<file path="config.mk">
export PLATFORM = sky130hd
export DESIGN_NAME = rv_decode_stage
export DESIGN_NICKNAME = d
export VERILOG_FILES = /design/src/rtl/rv_decode_pkg.sv /design/src/rtl/rv_decode_comb.sv /design/src/rtl/rv_decode_stage.sv
export SDC_FILE = /design/constraint.sdc
export NUM_CORES = 1
export LEC_CHECK = 0
export BUFFER_PORTS_ARGS = -buffer_cell sky130_fd_sc_hd__buf_2
export CAP_MARGIN = 10
export CORE_MARGIN = 8
export CORE_UTILIZATION = 40
export DETAILED_ROUTE_END_ITERATION = 7
export PLACE_DENSITY = 0.66
export REMOVE_ABC_BUFFERS = 1
export SYNTH_ARGS = -nofsm -noshare
export SYNTH_HDL_FRONTEND = slang
export SYNTH_SLANG_ARGS = --single-unit
</file>
<file path="constraint.sdc">
create_clock -name clock -period 4.42 [get_ports clock]
set_input_delay 0.221 -clock clock [delete_from_list [all_inputs] [get_ports clock]]
set_output_delay 0.221 -clock clock [all_outputs]
set_load 0.1 [all_outputs]
</file>
<file path="src/rtl/rv_decode_pkg.sv">
// Shared RV32I/RV64I decode constants, class and ALU-op encodings.
// The ALU op encodings are shared with the execute-stage ALU; keep them in step.
package rv_decode_pkg;

  localparam logic [6:0] OPC_OP     = 7'h33;
  localparam logic [6:0] OPC_OP_IMM = 7'h13;
  localparam logic [6:0] OPC_LOAD   = 7'h03;
  localparam logic [6:0] OPC_STORE  = 7'h23;
  localparam logic [6:0] OPC_BRANCH = 7'h63;
  localparam logic [6:0] OPC_JAL    = 7'h6F;
  localparam logic [6:0] OPC_JALR   = 7'h67;
  localparam logic [6:0] OPC_LUI    = 7'h37;
  localparam logic [6:0] OPC_AUIPC  = 7'h17;

  localparam logic [2:0] F3_ADD_SUB = 3'd0;
  localparam logic [2:0] F3_SLL     = 3'd1;
  localparam logic [2:0] F3_SLT     = 3'd2;
  localparam logic [2:0] F3_SLTU    = 3'd3;
  localparam logic [2:0] F3_XOR     = 3'd4;
  localparam logic [2:0] F3_SRL_SRA = 3'd5;
  localparam logic [2:0] F3_OR      = 3'd6;
  localparam logic [2:0] F3_AND     = 3'd7;

  localparam logic [6:0] F7_BASE = 7'h00;
  localparam logic [6:0] F7_ALT  = 7'h20;

  typedef enum logic [3:0] {
    CLS_OP      = 4'd0,
    CLS_OP_IMM  = 4'd1,
    CLS_LOAD    = 4'd2,
    CLS_STORE   = 4'd3,
    CLS_BRANCH  = 4'd4,
    CLS_JAL     = 4'd5,
    CLS_JALR    = 4'd6,
    CLS_LUI     = 4'd7,
    CLS_AUIPC   = 4'd8,
    CLS_ILLEGAL = 4'd15
  } cls_e;

  typedef enum logic [3:0] {
    ALU_ZERO  = 4'd0,
    ALU_ADD   = 4'd1,
    ALU_SUB   = 4'd2,
    ALU_LT    = 4'd3,
    ALU_LTU   = 4'd4,
    ALU_AND   = 4'd5,
    ALU_OR    = 4'd6,
    ALU_XOR   = 4'd7,
    ALU_SLL   = 4'd8,
    ALU_SRL   = 4'd9,
    ALU_SRA   = 4'd10,
    ALU_PASSB = 4'd11
  } alu_op_e;

  // XLEN-independent part of the decoded bundle; immediate and PC travel alongside.
  typedef struct packed {
    logic [4:0] rd;
    logic [4:0] rs1;
    logic [4:0] rs2;
    logic [2:0] funct3;
    alu_op_e    alu_op;
    cls_e       cls;
    logic       uses_imm;
    logic       writes_rd;
    logic       illegal;
  } dec_t;

  function automatic alu_op_e alu_from_funct3(input logic [2:0] f3, input logic alt);
    alu_op_e op;
    case (f3)
      F3_ADD_SUB: op = alt ? ALU_SUB : ALU_ADD;
      F3_SLL:     op = ALU_SLL;
      F3_SLT:     op = ALU_LT;
      F3_SLTU:    op = ALU_LTU;
      F3_XOR:     op = ALU_XOR;
      F3_SRL_SRA: op = alt ? ALU_SRA : ALU_SRL;
      F3_OR:      op = ALU_OR;
      default:    op = ALU_AND;
    endcase
    return op;
  endfunction

endpackage

</file>
<file path="src/rtl/rv_decode_comb.sv">
// Pure combinational RV32I/RV64I decode of one instruction word.
// Zero latency, no flow control; the stage register lives in the top.
module rv_decode_comb
  import rv_decode_pkg::*;
#(
  parameter int XLEN = 32
) (
  input  logic [31:0]     inst,
  output dec_t            dec,
  output logic [XLEN-1:0] imm
);

  localparam logic [2:0] STORE_F3_MAX = (XLEN == 32) ? 3'd2 : 3'd3;

  logic [6:0] opcode;
  logic [2:0] f3;
  logic [6:0] f7;
  logic [6:0] shift_hi;
  logic       illegal;

  assign opcode = inst[6:0];
  assign f3     = inst[14:12];
  assign f7     = inst[31:25];
  // Bits above shamt; inst[25] is shamt[5] on RV64 so it is only checked on RV32.
  assign shift_hi = {inst[31:26], (XLEN == 32) ? inst[25] : 1'b0};

  always_comb begin
    dec          = '0;
    dec.rd       = inst[11:7];
    dec.rs1      = inst[19:15];
    dec.rs2      = inst[24:20];
    dec.funct3   = f3;
    dec.cls      = CLS_ILLEGAL;
    dec.alu_op   = ALU_ZERO;
    dec.uses_imm = 1'b1;
    imm          = '0;
    illegal      = 1'b0;

    case (opcode)
      OPC_OP: begin
        dec.cls      = CLS_OP;
        dec.uses_imm = 1'b0;
        dec.alu_op   = alu_from_funct3(f3, f7 == F7_ALT);
        if (!(f7 == F7_BASE || (f7 == F7_ALT && (f3 == F3_ADD_SUB || f3 == F3_SRL_SRA))))
          illegal = 1'b1;
      end
      OPC_OP_IMM: begin
        dec.cls = CLS_OP_IMM;
        imm     = XLEN'($signed(inst[31:20]));
        if (f3 == F3_SLL) begin
          dec.alu_op = ALU_SLL;
          if (shift_hi != 7'd0) illegal = 1'b1;
        end else if (f3 == F3_SRL_SRA) begin
          dec.alu_op = inst[30] ? ALU_SRA : ALU_SRL;
          if ((shift_hi & 7'b1011111) != 7'd0) illegal = 1'b1;
        end else begin
          dec.alu_op = alu_from_funct3(f3, 1'b0);
        end
      end
      OPC_LOAD: begin
        dec.cls    = CLS_LOAD;
        dec.alu_op = ALU_ADD;
        imm        = XLEN'($signed(inst[31:20]));
        if (f3 == 3'd7 || (XLEN == 32 && (f3 == 3'd3 || f3 == 3'd6)))
          illegal = 1'b1;
      end
      OPC_STORE: begin
        dec.cls    = CLS_STORE;
        dec.alu_op = ALU_ADD;
        imm        = XLEN'($signed({inst[31:25], inst[11:7]}));
        if (f3 > STORE_F3_MAX) illegal = 1'b1;
      end
      OPC_BRANCH: begin
        dec.cls      = CLS_BRANCH;
        dec.uses_imm = 1'b0;
        imm          = XLEN'($signed({inst[31], inst[7], inst[30:25], inst[11:8], 1'b0}));
        case (f3[2:1])
          2'b00:   dec.alu_op = ALU_SUB;
          2'b10:   dec.alu_op = ALU_LT;
          2'b11:   dec.alu_op = ALU_LTU;
          default: illegal = 1'b1;
        endcase
      end
      OPC_JAL: begin
        dec.cls    = CLS_JAL;
        dec.alu_op = ALU_ADD;
        imm        = XLEN'($signed({inst[31], inst[19:12], inst[20], inst[30:21], 1'b0}));
      end
      OPC_JALR: begin
        dec.cls    = CLS_JALR;
        dec.alu_op = ALU_ADD;
        imm        = XLEN'($signed(inst[31:20]));
        if (f3 != 3'd0) illegal = 1'b1;
      end
      OPC_LUI: begin
        dec.cls    = CLS_LUI;
        dec.alu_op = ALU_PASSB;
        imm        = XLEN'($signed({inst[31:12], 12'h000}));
      end
      OPC_AUIPC: begin
        dec.cls    = CLS_AUIPC;
        dec.alu_op = ALU_ADD;
        imm        = XLEN'($signed({inst[31:12], 12'h000}));
      end
      default: illegal = 1'b1;
    endcase

    if (inst[1:0] != 2'b11) illegal = 1'b1;

    dec.illegal   = illegal;
    dec.writes_rd = !illegal && dec.cls != CLS_STORE && dec.cls != CLS_BRANCH
                    && dec.rd != 5'd0;
    if (illegal) dec.alu_op = ALU_ZERO;
  end

endmodule

</file>
<file path="src/rtl/rv_decode_stage.sv">
// Registered decode stage between fetch and execute; one-cycle latency, full throughput.
// Output register holds while out_valid & !out_ready; flush drops the held bundle and blocks input.
module rv_decode_stage
  import rv_decode_pkg::*;
#(
  parameter int XLEN  = 32,
  parameter int CNT_W = 16
) (
  input  logic             clock,
  input  logic             reset,
  input  logic             flush,
  input  logic             in_valid,
  output logic             in_ready,
  input  logic [31:0]      in_instruction,
  input  logic [XLEN-1:0]  in_pc,
  output logic             out_valid,
  input  logic             out_ready,
  output logic [XLEN-1:0]  out_pc,
  output logic [4:0]       out_rd,
  output logic [4:0]       out_rs1,
  output logic [4:0]       out_rs2,
  output logic [2:0]       out_funct3,
  output logic [XLEN-1:0]  out_imm,
  output logic [3:0]       out_alu_op,
  output logic [3:0]       out_class,
  output logic             out_uses_imm,
  output logic             out_writes_rd,
  output logic             out_illegal,
  output logic [CNT_W-1:0] illegal_count
);

  dec_t            dec_c;
  logic [XLEN-1:0] imm_c;
  logic            accept;

  dec_t            dec_d,   dec_q;
  logic [XLEN-1:0] imm_d,   imm_q;
  logic [XLEN-1:0] pc_d,    pc_q;
  logic            valid_d, valid_q;
  logic [CNT_W-1:0] cnt_d,  cnt_q;

  rv_decode_comb #(.XLEN(XLEN)) u_comb (
    .inst (in_instruction),
    .dec  (dec_c),
    .imm  (imm_c)
  );

  assign in_ready = !flush && (!valid_q || out_ready);
  assign accept   = in_valid && in_ready;

  always_comb begin
    dec_d   = dec_q;
    imm_d   = imm_q;
    pc_d    = pc_q;
    valid_d = valid_q;
    cnt_d   = cnt_q;
    if (accept) begin
      dec_d   = dec_c;
      imm_d   = imm_c;
      pc_d    = in_pc;
      valid_d = 1'b1;
      // Counted at acceptance, so a later flush of this bundle does not undo it.
      if (dec_c.illegal && cnt_q != {CNT_W{1'b1}})
        cnt_d = cnt_q + CNT_W'(1);
    end else if (flush) begin
      valid_d = 1'b0;
    end else if (valid_q && out_ready) begin
      valid_d = 1'b0;
    end
  end

  always_ff @(posedge clock or posedge reset) begin
    if (reset) begin
      dec_q   <= '0;
      imm_q   <= '0;
      pc_q    <= '0;
      valid_q <= 1'b0;
      cnt_q   <= '0;
    end else begin
      dec_q   <= dec_d;
      imm_q   <= imm_d;
      pc_q    <= pc_d;
      valid_q <= valid_d;
      cnt_q   <= cnt_d;
    end
  end

  assign out_valid     = valid_q;
  assign out_pc        = pc_q;
  assign out_imm       = imm_q;
  assign out_rd        = dec_q.rd;
  assign out_rs1       = dec_q.rs1;
  assign out_rs2       = dec_q.rs2;
  assign out_funct3    = dec_q.funct3;
  assign out_alu_op    = dec_q.alu_op;
  assign out_class     = dec_q.cls;
  assign out_uses_imm  = dec_q.uses_imm;
  assign out_writes_rd = dec_q.writes_rd;
  assign out_illegal   = dec_q.illegal;
  assign illegal_count = cnt_q;

endmodule

</file>
==> results_dict.tcl, run 1 <==
set metrics [dict create \
    vias 4675 \
    dp.final_hpwl_um 11100 \
    slew_violations 0 \
    instances_no_fill 906 \
    postRouteAntennaNets 0 \
    route.final.wire_length_um 14990 \
    synth_seq_cells 110 \
    async_flop_share_pct 100.0 \
    final_common_cell "nand2_1" \
    seq_area_mm2 0.002753 \
    multi_input_area_mm2 0.002141 \
    final_cell_mix "196 x nand2_1, 179 x buf_2, 110 x dfrtp_1" \
    crit_path_start_kind "input port" \
    slew_headroom_pct 38.84 \
    initial_core_util_pct 40.58 \
    nFillCells 1256 \
    ys_top_cells_by_area "dfrtp_1 54%, nand2_1 14%, a21oi_1 2.7%" \
    cts_sinks 110 \
    cts_tree "yes" \
    synth_warnings 0 \
    grt_max_degree 76 \
    avgSynthCellArea_um2 8.959 \
    crit_path_end_kind "register" \
    cp.required_ns 4.69 \
    hp-class "in2reg" \
    drc 0 \
    nets 799 \
    dieArea_mm2 0.01656 \
    clk_pin_slew_worst_paths_ns 0.08 \
    final_util_pct 51.14 \
    antenna_found_initial 0 \
    die_y_um 128.7 \
    rsz0062_at_grt "no" \
    postSynthCellCount 567 \
    port_buffers 179 \
    max_freq_ghz 0.4468 \
    fin_crit_ns 2.238 \
    synth_top_cell_by_area "dfrtp_1" \
    wl_per_cell_um 16.55 \
    syn_area_mm2 0.005080 \
    insertion_delay_ns 0.36 \
    post_cts.repair.setup_buffers 0 \
    grt_overflow 0 \
    finalHoldViolations 0 \
    synth_top_area_share_pct 54.19 \
    criticalPathCategory "in2reg" \
    vias_per_cell 5.160 \
    place_inst 890 \
    rows 41 \
    cellLeakagePower_uw 0.003319 \
    grt_first_pass_wirelength_um 24200 \
    synth_edf_count 0 \
    p_per_area_mw_per_mm2 500.9 \
    drtIter0Drc 344 \
    fp.dieW_um 128.7 \
    core_mm2 0.01252 \
    worstMarginPinSlew_ns 0.9174 \
    drive_above_1_share_pct 28.88 \
    finalSetupViolCount 0 \
    outcome "complete, no violations" \
    grt_use_total_pct 18.26 \
    worstHoldPathCells 2 \
    htreeDepth 3 \
    io_pins 180 \
    hold_buffers 0 \
    cts-root-buf "clkbuf_16" \
    final.setup.tns_ns 0 \
    drv_cap 0 \
    cts-buffers-inserted 9 \
    p_total_uw 3206 \
    antenna_cells 0 \
    first_pass_iters 4 \
    clock_path_buffers 2 \
    finalCritPeriodShare_pct 50.64 \
    synth.distinct_cells 63 \
    place_congestion 0.8749 \
    ir_drop_v 0.0002036 \
    ctsResizeCount 0 \
    ys_seq_area_share_pct 54.19 \
    grt_pass1_vias 4660 \
    critPathMaxFanout 15 \
    reg2regPathDepth 5 \
    critPathArrivalTime_ns 2.51 \
    fin_skew_ns 0.007717 \
    area_growth_pct 26.01 \
    dominantRegCellSynth "dfrtp_1" \
]
cell type report:
cell class              count  share of cell area (%)
clock buffers              11                   3.636
multi-input cells         413                   33.44
clock inverters             5                   1.290
flip-flops and latches    110                   43.00
repair buffers            184                   14.58
well taps                 172                   3.362
inverters                  11                  0.6841
routing by layer:
metal	share of wire, %	wire, um	GRT usage, %
met1	44	6613	23.74
met2	47	6979	29.19
met3	8.0	1200	4.013
met4	1.3	198	6.911
met5	0	0	0
through the flow:
stage	hold WS, ns	worst slack, ns	area, um2
after floorplan	0.2874	0.3289	4921
after global placement	0.4043	2.062	6086
after detailed placement	0.4112	1.869	6086
after CTS	0.03426	2.215	6401
after global routing	0.04717	2.024	6401
final	0.04643	2.182	6401
synthesized netlist by cell type, types with 10 or more instances:
library cell / instances
buf_2: 10
dfrtp_1: 110
o21ai_1: 13
nand2_1: 196
clkbuf_1: 17
nand3_1: 10
nor3_1: 10
xor2_1: 10
a21oi_1: 27
o21ai_0: 20
inv_1: 11
nor2_1: 33
power by group:
group | total (uW) | switching [uW] | internal, uW
logic | 1160 | 986 | 175
clock network | 866 | 366 | 500
registers | 1180 | 71.2 | 1110
total | 3210 | 1420 | 1780
final timing paths:
kind | startpoint | endpoint | slack (ns)
worst max-delay path | in_instruction[2] | out_imm[21] | 2.18
min in group asynchronous | reset | out_pc[29] | 0.06
worst min-delay path | flush | out_valid | 0.05
worst min register to register | out_pc[26] | out_pc[26] | 0.47
max in group asynchronous | reset | out_uses_imm | 3.33
worst max register to register | out_valid | illegal_count[1] | 2.37
sequential cells by signal, summed over array words and instances, names as in the netlist, 3 cells and up:
register       cells
out_rs2            5
out_imm           32
illegal_count     16
out_class          4
out_rs1            5
out_alu_op         4
out_rd             5
out_pc            32
out_funct3         3
kinds of logic (layout without fill, tap and decap cells):
group                      after synthesis  after routing  synth area share (%)
AOI/OAI and AO/OA                      106            106                 13.60
xor gates and xnor gates                14             14                 2.414
adders and majority gates                1              1                0.2463
buffers and inverters                   44            211                 3.941
DFF                                    110            110                 54.19
muxes                                    3              3                0.7142
and+or+nand+nor                        289            289                 24.90
worst max-delay path, cell delays in order:
cell and delay [ns]:
buf_2 0.19, nand4bb_1 0.39, o32ai_1 0.78, nor2_1 0.21, nor2_2 0.45, a21oi_1 0.07
o21ai_0 0.19
No activity file was read; power rests on OpenSTA's default activity.
==> run 2: changes to the inputs <==
==> constraint.sdc (replaced) <==
create_clock -name clock -period 2.2 [get_ports clock]
set_input_delay 0.11 -clock clock [delete_from_list [all_inputs] [get_ports clock]]
set_output_delay 0.11 -clock clock [all_outputs]
set_load 0.1 [all_outputs]
==> run 2 against run 1 <==
Against the previous run:
- via count grew 6.2%
- non-clock buffer count grew 63
- largest cell class unchanged
- cell area is 9.7% higher
- clock power grew 97%
- die area unchanged
- clock skew down 0.0025 ns
- sequential share of layout area down 3.8 points
- setup slack got worse by 2.0 ns
- largest power group is now combinational logic
- global-route usage is 1.3 points higher
- final cell count grew 7.0%
==> results_dict.tcl, run 2 (synthesis results as in run 1) <==
set metrics [dict create \
    postRouteAntennaNets 0 \
    final_cell_mix "196 x nand2_1, 179 x buf_2, 110 x dfrtp_1" \
    ir_drop_v 0.0004737 \
    clockPowerShare_pct 26.2 \
    nFillCells 1184 \
    slew_violations 0 \
    place_congestion 0.8909 \
    die_y_um 128.7 \
    reg2regPathDepth 7 \
    criticalPathCategory "in2reg" \
    vias 4967 \
    hp-class "in2reg" \
    fin_skew_ns 0.005183 \
    io_pins 180 \
    rrSetupSlack_ns 0.21 \
    slew_headroom_pct 62.35 \
    first_pass_iters 5 \
    hold-path-endpoint "out_rd[3]" \
    drtIter0Drc 379 \
    clk_pin_slew_worst_paths_ns 0.07 \
    drv_cap 0 \
    cts-root-buf "clkbuf_16" \
    cp_cell_sequence "dlygate4sd3_1, buf_2, nor4_2, buf_4, nand2_1, o311ai_2, and2_4, nor4_1, mux2_2" \
    seq_power_share_pct 36.5 \
    core_mm2 0.01252 \
    p_per_area_mw_per_mm2 927.5 \
    grt_max_degree 58 \
    cellLeakagePower_uw 0.003608 \
    antenna_found_initial 0 \
    cts_tree "yes" \
    outcome "complete, no violations" \
    grt_use_total_pct 19.61 \
    clock_path_buffers 2 \
    grt_pass1_vias 5054 \
    htreeDepth 3 \
    r2r_end "illegal_count[1]" \
    nets 862 \
    place_ws_ns 0.1708 \
    multi_input_area_mm2 0.002155 \
    area_growth_pct 38.28 \
    worstHoldPathCells 3 \
    max_freq_ghz 0.4875 \
    insertion_delay_ns 0.35 \
    post_cts.repair.setup_buffers 0 \
    p_int_uw 3641 \
    fp.dieW_um 128.7 \
    critPathArrivalTime_ns 2.28 \
    crit_path_start_kind "input port" \
    rows 41 \
    max_stage_delay_ns 0.54 \
    worst_slack_ns 0.1489 \
    crit_path_end_kind "register" \
    fin_crit_ns 2.051 \
    cts-buffers-inserted 9 \
    p_sw_share_pct 44.12 \
    r2r_start "illegal_count[1]" \
    finalHoldViolations 0 \
    wl_per_cell_um 16.79 \
    drive_above_1_share_pct 29.36 \
    port_buffers 179 \
    route.final.wire_length_um 16270 \
    dieArea_mm2 0.01656 \
    grt_overflow 0 \
    cts_sinks 110 \
    hp-start "in_instruction[10]" \
    pwr-share-comb_pct 37.3 \
    worstMarginPinSlew_ns 0.5505 \
    final_common_cell "nand2_1" \
    drc 0 \
    critPathMaxFanout 11 \
    finalSetupViolCount 0 \
    grt_first_pass_wirelength_um 25860 \
    cp.required_ns 2.43 \
    initial_core_util_pct 40.58 \
    final_util_pct 56.12 \
    finalCritPeriodShare_pct 93.23 \
    seq_area_mm2 0.002753 \
    slowest_stage "dlygate4sd3_1" \
    switchingPower_uw 2874 \
    rsz0062_at_grt "no" \
    vias_per_cell 5.126 \
    antenna_cells 0 \
    dp.final_hpwl_um 11800 \
]
run 2: cell types whose count changed in the layout (fill, tap and decap cells not counted):
cell / before / now
dlygate4sd3_1: 0 / 45
buf_4: 5 / 21
clkinv_2: 1 / 4
buf_12: 0 / 2
clkbuf_1: 2 / 0
inv_6: 1 / 0
nor4_1: 5 / 4
nor4_2: 1 / 2
o311ai_1: 1 / 0
o311ai_2: 0 / 1
run 2: routing by layer:
metal | GRT usage, % | wire [um]
met5 | 0 | 0
met4 | 6.289 | 235
met3 | 5.544 | 1155
met2 | 31.90 | 7921
met1 | 24.70 | 6956
run 2: through the flow:
stage	area, um2	cells	hold slack (ns)	TNS (ns)	total power, uW
2_1_floorplan	4921	534	0.1764	-213.87	4287
3_3_place_gp	6246	908	0.1481	0	4750
3_5_place_dp	6246	908	0.1487	0	4787
4_1_cts	7010	969	0.0002713	0	6570
5_1_grt	7024	969	0.01770	0	6783
6_report	7024	969	0.01598	0	6515
run 2: cell type report:
class	instances	share of cell area [%]
Clock inverter	7	1.265
Clock buffer	9	3.206
Tap cell	172	3.064
Sequential cell	110	39.19
Timing Repair Buffer	247	21.98
Inverter	11	0.6234
Multi-Input combinational cell	413	30.67
run 2: worst max-delay path: cells and delay by family:
family,cells,cell delay (ns)
buf+inv,3,0.86
simple gates,4,0.71
mux,1,0.28
compound gates,1,0.32
run 2: how the worst max path moves through the flow:
stage | start | endpoint | slack, ns | cells after the start
2_1_floorplan | out_valid | illegal_count[15] | -1.89 | 6
6_report | in_instruction[28] | illegal_count[15] | 0.15 | 9
3_3_place_gp | in_instruction[31] | illegal_count[1] | 0.19 | 8
3_5_place_dp | in_instruction[31] | illegal_count[1] | 0.17 | 8
5_1_grt | in_instruction[28] | out_writes_rd | 0.03 | 9
4_1_cts | in_instruction[28] | illegal_count[1] | 0.03 | 9
run 2: power groups by stage:
stage	Combinational, uW	Sequential (uW)	Clock, uW
6_report	2430	2380	1710
3_5_place_dp	2370	2410	0
5_1_grt	2540	2410	1840
3_3_place_gp	2350	2400	0
2_1_floorplan	369	3920	0
4_1_cts	2440	2370	1750
run 2: timing repair:
action,4_1_cts,5_1_grt
hold buffers,45,0
hold endpoints to repair,75,0
resized for setup,0,2
setup endpoints to repair,0,12
==> run 3: changes to the inputs <==
--- a/config.mk
+++ b/config.mk
@@ -10,8 +10,8 @@
 export CORE_MARGIN = 8
 export CORE_UTILIZATION = 40
 export DETAILED_ROUTE_END_ITERATION = 7
+export MAX_ROUTING_LAYER = met4
 export PLACE_DENSITY = 0.66
-export REMOVE_ABC_BUFFERS = 1
 export SYNTH_ARGS = -nofsm -noshare
 export SYNTH_HDL_FRONTEND = slang
 export SYNTH_SLANG_ARGS = --single-unit
==> run 3 against run 2 <==
Against the previous run:
- utilization fell by 0.34 points
- clock skew fell by 0.00062 ns
- first-iteration DRC count fell by 6.6%
- sequential power barely moved
- final cell count fell by 0.10%
- register-to-register slack improved by 0.12 ns
- cell area fell by 0.61%
- clock power fell by 6%
- wire length rose by 3.0%
- critical endpoint unchanged
- largest cell class unchanged
- largest power group unchanged
==> results_dict.tcl, run 3 (synthesis results as in run 1) <==
set metrics [dict create \
    critPathArrivalTime_ns 2.10 \
    grt_use_total_pct 20.93 \
    hold_buffers 44 \
    finalHoldViolations 0 \
    final_cell_mix "196 x nand2_1, 179 x buf_2, 100 x dfrtp_1" \
    worstHoldPathCells 3 \
    cellLeakagePower_uw 0.003559 \
    fp.dieW_um 128.7 \
    vias 4978 \
    post_cts.repair.setup_buffers 0 \
    nets 861 \
    cts-root-buf "clkbuf_16" \
    drive_above_1_share_pct 30.28 \
    max_freq_ghz 0.5347 \
    vias_per_cell 5.143 \
    rsz0062_at_grt "no" \
    criticalPathCategory "reg2reg" \
    finalCritPeriodShare_pct 85.02 \
    fin_skew_ns 0.004559 \
    final_common_cell "nand2_1" \
    stdcell_area_mm2 0.006982 \
    core_mm2 0.01252 \
    grt_max_degree 111 \
    p_per_area_mw_per_mm2 923.4 \
    wl_per_cell_um 17.31 \
    first_pass_iters 4 \
    initial_core_util_pct 40.58 \
    hold_ws_ns 0.01619 \
    rrSetupSlack_ns 0.33 \
    rows 41 \
    slew_violations 0 \
    drv_cap 0 \
    drtIter0Drc 354 \
    grt_pass1_vias 4983 \
    reg2regPathDepth 6 \
    r2r_end "illegal_count[15]" \
    cp.depth 6 \
    drc 0 \
    postRouteAntennaNets 0 \
    worst-path-buf-inv 0 \
    ir_drop_v 0.0003418 \
    grt_first_pass_wirelength_um 26610 \
    slew_headroom_pct 57.82 \
    area_growth_pct 37.44 \
    finalSetupViolCount 0 \
    antenna_cells 0 \
    hp-start "in_instruction[21]" \
    crit_path_start_kind "register" \
    max_stage_delay_ns 0.41 \
    insertion_delay_ns 0.35 \
    htreeDepth 3 \
    dieArea_mm2 0.01656 \
    hold-path-endpoint "out_rs2[1]" \
    antenna_found_initial 0 \
    final.setup.tns_ns 0 \
    ctsResizeCount 0 \
    cts_tree "yes" \
    place_congestion 0.8639 \
    cp.required_ns 2.43 \
    io_pins 180 \
    clock_path_buffers 2 \
    crit_family "simple AND/OR/NAND/NOR gates" \
    clk_pin_slew_worst_paths_ns 0.07 \
    outcome "complete, no violations" \
    place_area_mm2 0.006250 \
    cts-buffers-inserted 9 \
    die_y_um 128.7 \
    route.final.wire_length_um 16760 \
    syn_nets 637 \
    fin_crit_ns 1.870 \
    port_buffers 179 \
    crit_path_end_kind "register" \
    cts_sinks 110 \
    grt_overflow 0 \
    cp_cell_sequence "nand2b_1, nand3_4, nor3_1, nand2_1, nor4_1, mux2_2" \
    worstMarginPinSlew_ns 0.6168 \
    critPathMaxFanout 3 \
    r2r_start "out_valid" \
    hp-class "in2reg" \
    slowest_stage "dfrtp_2" \
    dp.final_hpwl_um 12040 \
]
[run 3: worst max path at each step]
stage	startpoint	endpoint
global placement	in_instruction[5]	illegal_count[15]
floorplan	illegal_count[9]	illegal_count[14]
CTS	out_valid	illegal_count[15]
detailed placement	in_instruction[5]	illegal_count[15]
global route	illegal_count[0]	illegal_count[1]
finish	out_valid	illegal_count[15]
[run 3: routing by layer]
layer  track usage [%]  wire (um)  vias up  share of wire (%)
met5                 -          0        -                  0
met4             10.02        450        0                2.7
met3             4.055       1127       32                6.7
met2             33.44       8047      177                 48
met1             25.04       7135     2397                 43
li1                  -          -     2372                  -
[run 3: cell type report]
class / count / area, um2
Clock buffer: 11 / 232.7
Timing Repair Buffer: 246 / 1521
Multi-Input combinational cell: 413 / 2143
Sequential cell: 110 / 2765
Inverter: 11 / 45.04
Fill cell: 1167 / 5535
Tap cell: 172 / 215.2
Clock inverter: 5 / 58.81
[run 3: through the flow]
step | utilization (%) | cells | setup slack (ns) | power [uW]
after floorplan | - | 567 | 0.07147 | 4325
after global placement | 49.93 | 908 | 0.1453 | 4791
after detailed placement | 49.93 | 908 | 0.06596 | 4821
after CTS | 55.78 | 968 | 0.3242 | 6507
after global routing | 55.78 | 968 | 0.1328 | 6714
final | 55.78 | 968 | 0.3297 | 6447
[run 3: report_power, final]
group	switching (uW)	internal, uW	leakage, uW
Combinational	2030	422	0.00203
Clock	722	886	0.000136
Sequential	153	2240	0.00139
Total	2900	3540	0.00356
[run 3: worst min-delay path, stage by stage]
cell,delay (ns)
buf_2,0.12
nand2_1,0.05
nand2_1,0.05
